`src/rtl/bp_ctrl_if.sv`:
```
// bp_ctrl_if: bundle of the fetcher, predictor-table and ROB signals seen by
// bp_ctrl. Signal names keep the original bp_ctrl port names.
//   slave  : bp_ctrl side (in_* inputs, out_* outputs)
//   master : environment side (drives in_*, observes out_*)
//   fetcher : in_fetcher_pc, in_fetcher_br_valid, out_fetcher_jump_res, out_fetcher_tag
//   table   : out_bp_tag, in_bp_jump_res, out_bp_upd_valid/tag/res
//   ROB     : in_rob_br_valid, in_rob_tag, in_rob_jump_res, in_rob_mispredict
//   stats   : out_br_cnt, out_mis_cnt
interface bp_ctrl_if #(
  parameter int unsigned GHR_W = 8
);
  logic [31:0]      in_fetcher_pc;
  logic             in_fetcher_br_valid;
  logic             out_fetcher_jump_res;
  logic [GHR_W-1:0] out_fetcher_tag;
  logic [GHR_W-1:0] out_bp_tag;
  logic             in_bp_jump_res;
  logic             in_rob_br_valid;
  logic [GHR_W-1:0] in_rob_tag;
  logic             in_rob_jump_res;
  logic             in_rob_mispredict;
  logic             out_bp_upd_valid;
  logic [GHR_W-1:0] out_bp_upd_tag;
  logic             out_bp_upd_res;
  logic [31:0]      out_br_cnt;
  logic [31:0]      out_mis_cnt;

  modport slave (
    input  in_fetcher_pc, in_fetcher_br_valid, in_bp_jump_res,
           in_rob_br_valid, in_rob_tag, in_rob_jump_res, in_rob_mispredict,
    output out_fetcher_jump_res, out_fetcher_tag, out_bp_tag,
           out_bp_upd_valid, out_bp_upd_tag, out_bp_upd_res,
           out_br_cnt, out_mis_cnt
  );

  modport master (
    output in_fetcher_pc, in_fetcher_br_valid, in_bp_jump_res,
           in_rob_br_valid, in_rob_tag, in_rob_jump_res, in_rob_mispredict,
    input  out_fetcher_jump_res, out_fetcher_tag, out_bp_tag,
           out_bp_upd_valid, out_bp_upd_tag, out_bp_upd_res,
           out_br_cnt, out_mis_cnt
  );
endinterface

```
`src/rtl/bp_ctrl.sv`:
```
// bp_ctrl: branch-predictor index/update controller.
// Forms the predictor-table index from the fetch PC (gshare: XOR with a
// speculative global history), passes the table prediction back to the
// fetcher, registers ROB commit outcomes into a one-stage table update and
// counts committed branches and mispredicts.
// Ports:
//   clk  - system clock
//   rst  - synchronous active-high reset
//   rdy  - global ready; all state holds while low
//   bus  - bp_ctrl_if.slave (fetcher, table and ROB signals)
// Configuration macro: BP_GSHARE_EN
//   defined   - index = pc[9:2] ^ spec_ghr, speculative/committed history live
//   undefined - index = pc[9:2] (bimodal), no history registers
module bp_ctrl #(
  parameter int unsigned GHR_W = 8
) (
  input  logic        clk,
  input  logic        rst,
  input  logic        rdy,
  bp_ctrl_if.slave    bus
);

  logic             recover;
  logic [GHR_W-1:0] pc_idx;
  logic [GHR_W-1:0] tag;

  // Mispredict flag is only meaningful alongside a committing branch.
  assign recover = bus.in_rob_br_valid & bus.in_rob_mispredict;
  assign pc_idx  = bus.in_fetcher_pc[GHR_W+1:2];

`ifdef BP_GSHARE_EN
  logic [GHR_W-1:0] spec_ghr;
  logic [GHR_W-1:0] commit_ghr;

  // On recovery the speculative history is rebuilt from the committed copy
  // plus the resolving branch, discarding any fetch shift in the same cycle.
  always_ff @(posedge clk) begin
    if (rst) begin
      spec_ghr   <= '0;
      commit_ghr <= '0;
    end else if (rdy) begin
      if (recover)
        spec_ghr <= {commit_ghr[GHR_W-2:0], bus.in_rob_jump_res};
      else if (bus.in_fetcher_br_valid)
        spec_ghr <= {spec_ghr[GHR_W-2:0], bus.in_bp_jump_res};
      if (bus.in_rob_br_valid)
        commit_ghr <= {commit_ghr[GHR_W-2:0], bus.in_rob_jump_res};
    end
  end

  assign tag = pc_idx ^ spec_ghr;

  logic unused_pc;
  assign unused_pc = ^{bus.in_fetcher_pc[31:GHR_W+2], bus.in_fetcher_pc[1:0]};
`else
  assign tag = pc_idx;

  logic unused_pc;
  assign unused_pc = ^{bus.in_fetcher_pc[31:GHR_W+2], bus.in_fetcher_pc[1:0],
                       bus.in_fetcher_br_valid};
`endif

  assign bus.out_bp_tag           = tag;
  assign bus.out_fetcher_tag      = tag;
  assign bus.out_fetcher_jump_res = bus.in_bp_jump_res;

  // Update strobe is re-captured every ready cycle, so with rdy low it is
  // held and the table sees it exactly once when rdy returns.
  always_ff @(posedge clk) begin
    if (rst) begin
      bus.out_bp_upd_valid <= 1'b0;
      bus.out_bp_upd_tag   <= '0;
      bus.out_bp_upd_res   <= 1'b0;
      bus.out_br_cnt       <= '0;
      bus.out_mis_cnt      <= '0;
    end else if (rdy) begin
      bus.out_bp_upd_valid <= bus.in_rob_br_valid;
      bus.out_bp_upd_tag   <= bus.in_rob_tag;
      bus.out_bp_upd_res   <= bus.in_rob_jump_res;
      if (bus.in_rob_br_valid)
        bus.out_br_cnt <= bus.out_br_cnt + 32'd1;
      if (recover)
        bus.out_mis_cnt <= bus.out_mis_cnt + 32'd1;
    end
  end

endmodule

```
`src/flat_wrapper.sv`:
```
// flat-port wrapper written by rule: the top's interface ports become plain ports
module bp_ctrl_flat 
#(
  parameter int unsigned GHR_W = 8
)
  (clk, rst, rdy, bus_in_fetcher_pc, bus_in_fetcher_br_valid, bus_in_bp_jump_res, bus_in_rob_br_valid, bus_in_rob_tag, bus_in_rob_jump_res, bus_in_rob_mispredict, bus_out_fetcher_jump_res, bus_out_fetcher_tag, bus_out_bp_tag, bus_out_bp_upd_valid, bus_out_bp_upd_tag, bus_out_bp_upd_res, bus_out_br_cnt, bus_out_mis_cnt);
  bp_ctrl_if #(.GHR_W(GHR_W)) bus_i ();
  input  logic clk;
  input  logic rst;
  input  logic rdy;
  input wire logic [$bits(bus_i.in_fetcher_pc)-1:0] bus_in_fetcher_pc;
  input wire logic [$bits(bus_i.in_fetcher_br_valid)-1:0] bus_in_fetcher_br_valid;
  input wire logic [$bits(bus_i.in_bp_jump_res)-1:0] bus_in_bp_jump_res;
  input wire logic [$bits(bus_i.in_rob_br_valid)-1:0] bus_in_rob_br_valid;
  input wire logic [$bits(bus_i.in_rob_tag)-1:0] bus_in_rob_tag;
  input wire logic [$bits(bus_i.in_rob_jump_res)-1:0] bus_in_rob_jump_res;
  input wire logic [$bits(bus_i.in_rob_mispredict)-1:0] bus_in_rob_mispredict;
  output wire logic [$bits(bus_i.out_fetcher_jump_res)-1:0] bus_out_fetcher_jump_res;
  output wire logic [$bits(bus_i.out_fetcher_tag)-1:0] bus_out_fetcher_tag;
  output wire logic [$bits(bus_i.out_bp_tag)-1:0] bus_out_bp_tag;
  output wire logic [$bits(bus_i.out_bp_upd_valid)-1:0] bus_out_bp_upd_valid;
  output wire logic [$bits(bus_i.out_bp_upd_tag)-1:0] bus_out_bp_upd_tag;
  output wire logic [$bits(bus_i.out_bp_upd_res)-1:0] bus_out_bp_upd_res;
  output wire logic [$bits(bus_i.out_br_cnt)-1:0] bus_out_br_cnt;
  output wire logic [$bits(bus_i.out_mis_cnt)-1:0] bus_out_mis_cnt;
  assign bus_i.in_fetcher_pc = bus_in_fetcher_pc;
  assign bus_i.in_fetcher_br_valid = bus_in_fetcher_br_valid;
  assign bus_i.in_bp_jump_res = bus_in_bp_jump_res;
  assign bus_i.in_rob_br_valid = bus_in_rob_br_valid;
  assign bus_i.in_rob_tag = bus_in_rob_tag;
  assign bus_i.in_rob_jump_res = bus_in_rob_jump_res;
  assign bus_i.in_rob_mispredict = bus_in_rob_mispredict;
  assign bus_out_fetcher_jump_res = bus_i.out_fetcher_jump_res;
  assign bus_out_fetcher_tag = bus_i.out_fetcher_tag;
  assign bus_out_bp_tag = bus_i.out_bp_tag;
  assign bus_out_bp_upd_valid = bus_i.out_bp_upd_valid;
  assign bus_out_bp_upd_tag = bus_i.out_bp_upd_tag;
  assign bus_out_bp_upd_res = bus_i.out_bp_upd_res;
  assign bus_out_br_cnt = bus_i.out_br_cnt;
  assign bus_out_mis_cnt = bus_i.out_mis_cnt;
  bp_ctrl #(.GHR_W(GHR_W)) u_core (.clk(clk), .rst(rst), .rdy(rdy), .bus(bus_i));
endmodule
```
`config.mk`:
```
export PLATFORM = sky130hd
export DESIGN_NAME = bp_ctrl_flat
export DESIGN_NICKNAME = d
export VERILOG_FILES = /design/src/rtl/bp_ctrl_if.sv /design/src/rtl/bp_ctrl.sv /design/src/flat_wrapper.sv
export SDC_FILE = /design/constraint.sdc
export NUM_CORES = 1
export LEC_CHECK = 0
export CAP_MARGIN = 10
export CORE_AREA = 2 2 79 119
export CTS_CLUSTER_DIAMETER = 30
export DETAILED_ROUTE_END_ITERATION = 6
export DIE_AREA = 0 0 81 121
export MAX_ROUTING_LAYER = met4
export PLACE_DENSITY = 0.75
export RECOVER_POWER = 100
export SETUP_SLACK_MARGIN = 0.4
export SLEW_MARGIN = 10
export SYNTH_ARGS = -nofsm -noshare
export SYNTH_HDL_FRONTEND = slang
export SYNTH_SLANG_ARGS = --single-unit
```
`constraint.sdc`:
```
create_clock -name clk -period 1.9 [get_ports clk]
set_input_delay 0.475 -clock clk [delete_from_list [all_inputs] [get_ports clk]]
set_output_delay 0.475 -clock clk [all_outputs]
set_load 0.01 [all_outputs]
```
==> Word level (Yosys, flattened, before mapping) <==
Cells that the tools add are included.
{ "classes": {"reduce_logical": 2, "bitwise_logic": 1, "addsub": 2} }
{ "op_table": {"columns": ["operator", "n"], "rows": [
  ["adder 32 x 1 -> 32 bit (second input constant)", 2],
  ["AND reduction 2 bit", 2],
  ["bitwise AND 1 bit", 1]
]} }
{ "totals": {"word_cells": 10, "out_inout_bits": 91, "in_bits": 48, "regBits": 74} }

==> Logic depth before layout (Yosys ltp) <==
{ "logic_depth": {"word_depth": 2, "mapped_depth": 8, "depth_no_buf": 6} }

==> Least setup slack after synthesis <==
No wires, ideal clock.
{ "synth_timing": {"kind": "reg2reg", "startpoint": "reg u_core.bus.out_br_cnt[0] in the netlist's numbering", "endpoint": "reg u_core.bus.out_br_cnt[30] in the netlist's numbering", "stages_incl_launch_ff": 7, "arrival_time_ns": 1.758, "setup_slack_ns": 0.072, "synth_period_minus_slack_ns": 1.828, "path_buffers": 0, "required_ns": 1.829, "setup_ns": 0.071, "cell_sequence": "dfxtp_1 ha_1 nand4_1 nor3_2 nand4_1 or3_1 a21oi_1"} }
{ "synth_between": {"elab_chain_len": 1} }
{ "synth_lines": {"columns": ["element", "line_no", "text"], "rows": [
  ["start, declared", "bp_ctrl_if.sv:33", "out_br_cnt, out_mis_cnt"],
  ["start signal, assigned", "bp_ctrl.sv:81", "bus.out_br_cnt <= bus.out_br_cnt + 32'd1;"],
  ["adder 32 x 1 -> 32 bit", "bp_ctrl.sv:81", null]
]} }
No other way between the ends.
A chain may end at the register's enable or synchronous reset.

==> Worst setup path in the final report <==
{ "layout_timing": {"startpoint": "in rdy", "endpoint": "reg u_core.bus.out_mis_cnt[9] in the netlist's numbering"} }
{ "layout_between": {"elab_chain_len": 1} }
{ "layout_lines": {"columns": ["element", "line_no", "text"], "rows": [
  ["start, declared", "flat_wrapper.sv:10", "input logic rdy;"],
  ["AND reduction 2 bit (no line)", null, null],
  ["end signal, assigned", "bp_ctrl.sv:83", "bus.out_mis_cnt <= bus.out_mis_cnt + 32'd1;"],
  ["end, declared", "bp_ctrl_if.sv:33", null]
]} }
No other way between the ends.

==> flow_summary.yaml <==
floorplan:
  fp.dieH_um: 121
  rows: 42
  die_x_um: 81
  start_util_pct: 38.3
  die_area_um2: 9800
  ios: 139
  core-area_um2: 8720
yosys:
  synth_area_per_cell_um2: 8.73
  syn-num-nets: 433
  seq_area_frac_synth_pct: 44.3
  ys_ff_latch: 74
  synth-main-ff-cell: "dfxtp_1"
  yosys_warnings: 0
  syn_area_um2: 3340
  synth-edff-count: 0
  synth_cell_types: 29
  postSynthCellCount: 383
  async_reset_ff_share_pct: 0
clocking:
  cts.htree.levels: 3
  clock_path_buffers: 2
  hold_buffers: 0
  cts_buffers: 9
  cts_sinks: 74
  clk_pin_slew_ps: 60
  cts_tree: "done"
  clk-insertion-delay-late_ps: 330
  cts_root_buf: "clkbuf_16"
routing:
  drc: 0
  drtIter0Drc: 76
  vias_per_cell: 5.04
  drtPass1Iterations: 4
  wl_um: 8930
  avgRoutedWirePerCell_um: 14.4
  vias: 3113
  ant_nets: 0
critical_path:
  rr_startpoint: "u_core.bus.out_mis_cnt[26]"
  cp.arrival_ps: 1920
  start_kind: "input pin"
  worstPathMaxFanout: 6
  crit_path_end_kind: "flop"
  r2r_slack_ps: 240
  rr_worst_depth: 5
  critPathRequiredTime_ps: 2110
  worstReg2RegEnd: "u_core.bus.out_mis_cnt[31]"
  crit_type: "in2reg"
sta:
  finalCriticalPeriod_ps: 1720
  tns_ps: 0
  max_slew_margin_pct: 59.0
  worst_clock_skew_ps: 3.60
  slew_violations: 0
  fmax_ghz: 0.583
  hold_violations: 0
  final-setup-viol-count: 0
  rsz0062_at_grt: "yes"
  period_share_pct: 90.3
  tightest_slew_ps: 615
hold_path:
  hold_path_end: "u_core.bus.out_bp_upd_tag[0]"
  hold_path_class: "reg2reg"
  min_path_cells: 2
  min_from: "u_core.bus.out_bp_upd_tag[0]"
final_layout:
  diodes: 0
  final_area_um2: 5180
  utilization_pct: 59.4
  area_delta_synth_final_pct: 55.0
  drive_gt1_share_pct: 32.9
  nets: 553
placed_design:
  place_hpwl_um: 5930
  io_buffers: 87
  place_area_um2: 4510
  gp_congestion: 0.874
pwr:
  ir_worst_vdd_v: 0.000442
  p_leak_uw: 0.00223
  p_per_area_nw_per_um2: 661
grt:
  grt_max_degree: 75
  antenna_found_initial: 0
  grt_pass1_vias: 3001
  grt_pass1_wl_um: 14000
  track_usage_pct: 18.8
  gr-total-overflow: 0
status:
  status: "finished, final reports clean"
run:
  cap_viol_max_count: 0
[final cells by class]
type                    count  area [µm²]
fillers                   811        3540
multi-input cells         273        1930
flip-flops and latches     74        1570
repair buffers            141        1220
clock buffers              11         253
well taps                 110         138
clock inverters             5        52.6
inverters                   4        15.0
[metal layers]
metal  vias to the layer above  global-route usage [%]  wire (µm)
met4                         0                    9.11        268
li1                       1524                       -          -
met5                         -                       -          0
met2                        69                    32.5       4830
met1                      1493                    19.8       3470
met3                        27                    4.32        369
[cell usage in the layout (no fill, tap or decap), types with 6 or more instances in the layout]
cell type        Yosys  routed
clkdlybuf4s50_1      0       8
clkdlybuf4s15_1      0      20
a21oi_1             11      11
or3_1               10       9
o21ai_0              9       7
clkbuf_1             7       9
nand4_1             26      26
dfxtp_1             74      26
dlygate4sd2_1        0      47
buf_6                0      13
nand2_1             20      18
xnor2_1             15      12
mux2i_1             10      10
clkbuf_16            0       9
xor2_1              38      37
nand3_1             25      13
nor3_4               0       6
nand3_2              1      13
nor2_1              73      71
dfxtp_4              0      11
buf_4               17      33
dfxtp_2              0      37
[worst max-delay path, stage by stage]
cell and delay, ps:
clkbuf_1 260, and3_1 260, clkbuf_1 190, nand4_1 280, nor3_2 250, xnor2_1 140, nor2_1 70
[sequential cells by signal (all words and copies together), names as in the netlist]
signal                       count
u_core.bus.out_bp_upd_res        1
u_core.bus.out_bp_upd_tag        8
u_core.bus.out_bp_upd_valid      1
u_core.bus.out_br_cnt           32
u_core.bus.out_mis_cnt          32
[where the power goes]
part	internal [µW]	total (µW)	switching, µW
clock	1080	1700	622
sequential	1560	1570	12.1
combinational	79.4	157	77.3
total	2720	3430	712
[metrics by stage]
stage               setup WS (ps)  total power (µW)  std cells  hold slack [ps]
finish                        183              3430        618              489
global route                 51.4              3560        618              518
CTS                           193              3480        604              493
detailed placement           -488              1770        573              484
global placement             -391              1760        573              475
floorplan                     168              1720        383              495
[how the worst max path moves through the flow]
stage,start,end,slack (ps),cells past startpoint
2_1_floorplan,rdy,u_core.bus.out_mis_cnt[30],170,6
5_1_grt,rdy,u_core.bus.out_mis_cnt[9],50,7
3_5_place_dp,rdy,u_core.bus.out_mis_cnt[18],-490,7
6_report,rdy,u_core.bus.out_mis_cnt[9],180,7
4_1_cts,u_core.bus.out_mis_cnt[0],u_core.bus.out_mis_cnt[18],190,7
3_3_place_gp,rdy,u_core.bus.out_mis_cnt[18],-390,7
[synthesized netlist by cell type, drive strengths merged (4+ instances only)]
master	number	share of area, %
nand2	20	2.2
buf	25	4.9
or3	10	1.9
dfxtp	74	44
a21oi	11	1.6
xor2	38	10
and2	4	0.75
mux2i	10	3.0
nor2	73	8.2
nor3	11	1.9
nand3	26	4.0
nand4	29	6.2
o21ai	9	1.3
and3	6	1.1
inv	4	0.45
clkbuf	7	0.79
and4	5	1.3
xnor2	15	3.9
[repair_timing]
| action | in CTS | in global routing |
|---|---|---|
| endpoints found under the setup margin | 133 | 80 |
| cloned | 0 | 0 |
| buffers inserted | 15 | 14 |
| gates resized for setup | 151 | 56 |
| pin swaps | 26 | 30 |
[cell families (layout without fill, tap and decap cells)]
group | Yosys count | count (layout) | synth area share (%)
compound gates | 20 | 20 | 2.99
fa+ha+maj | 2 | 2 | 0.748
xor+xnor | 53 | 53 | 13.9
buf+inv | 36 | 161 | 6.14
simple gates | 188 | 188 | 28.9
mux | 10 | 10 | 2.99
flops | 74 | 74 | 44.3
No activity file was read; power rests on OpenSTA's default activity.
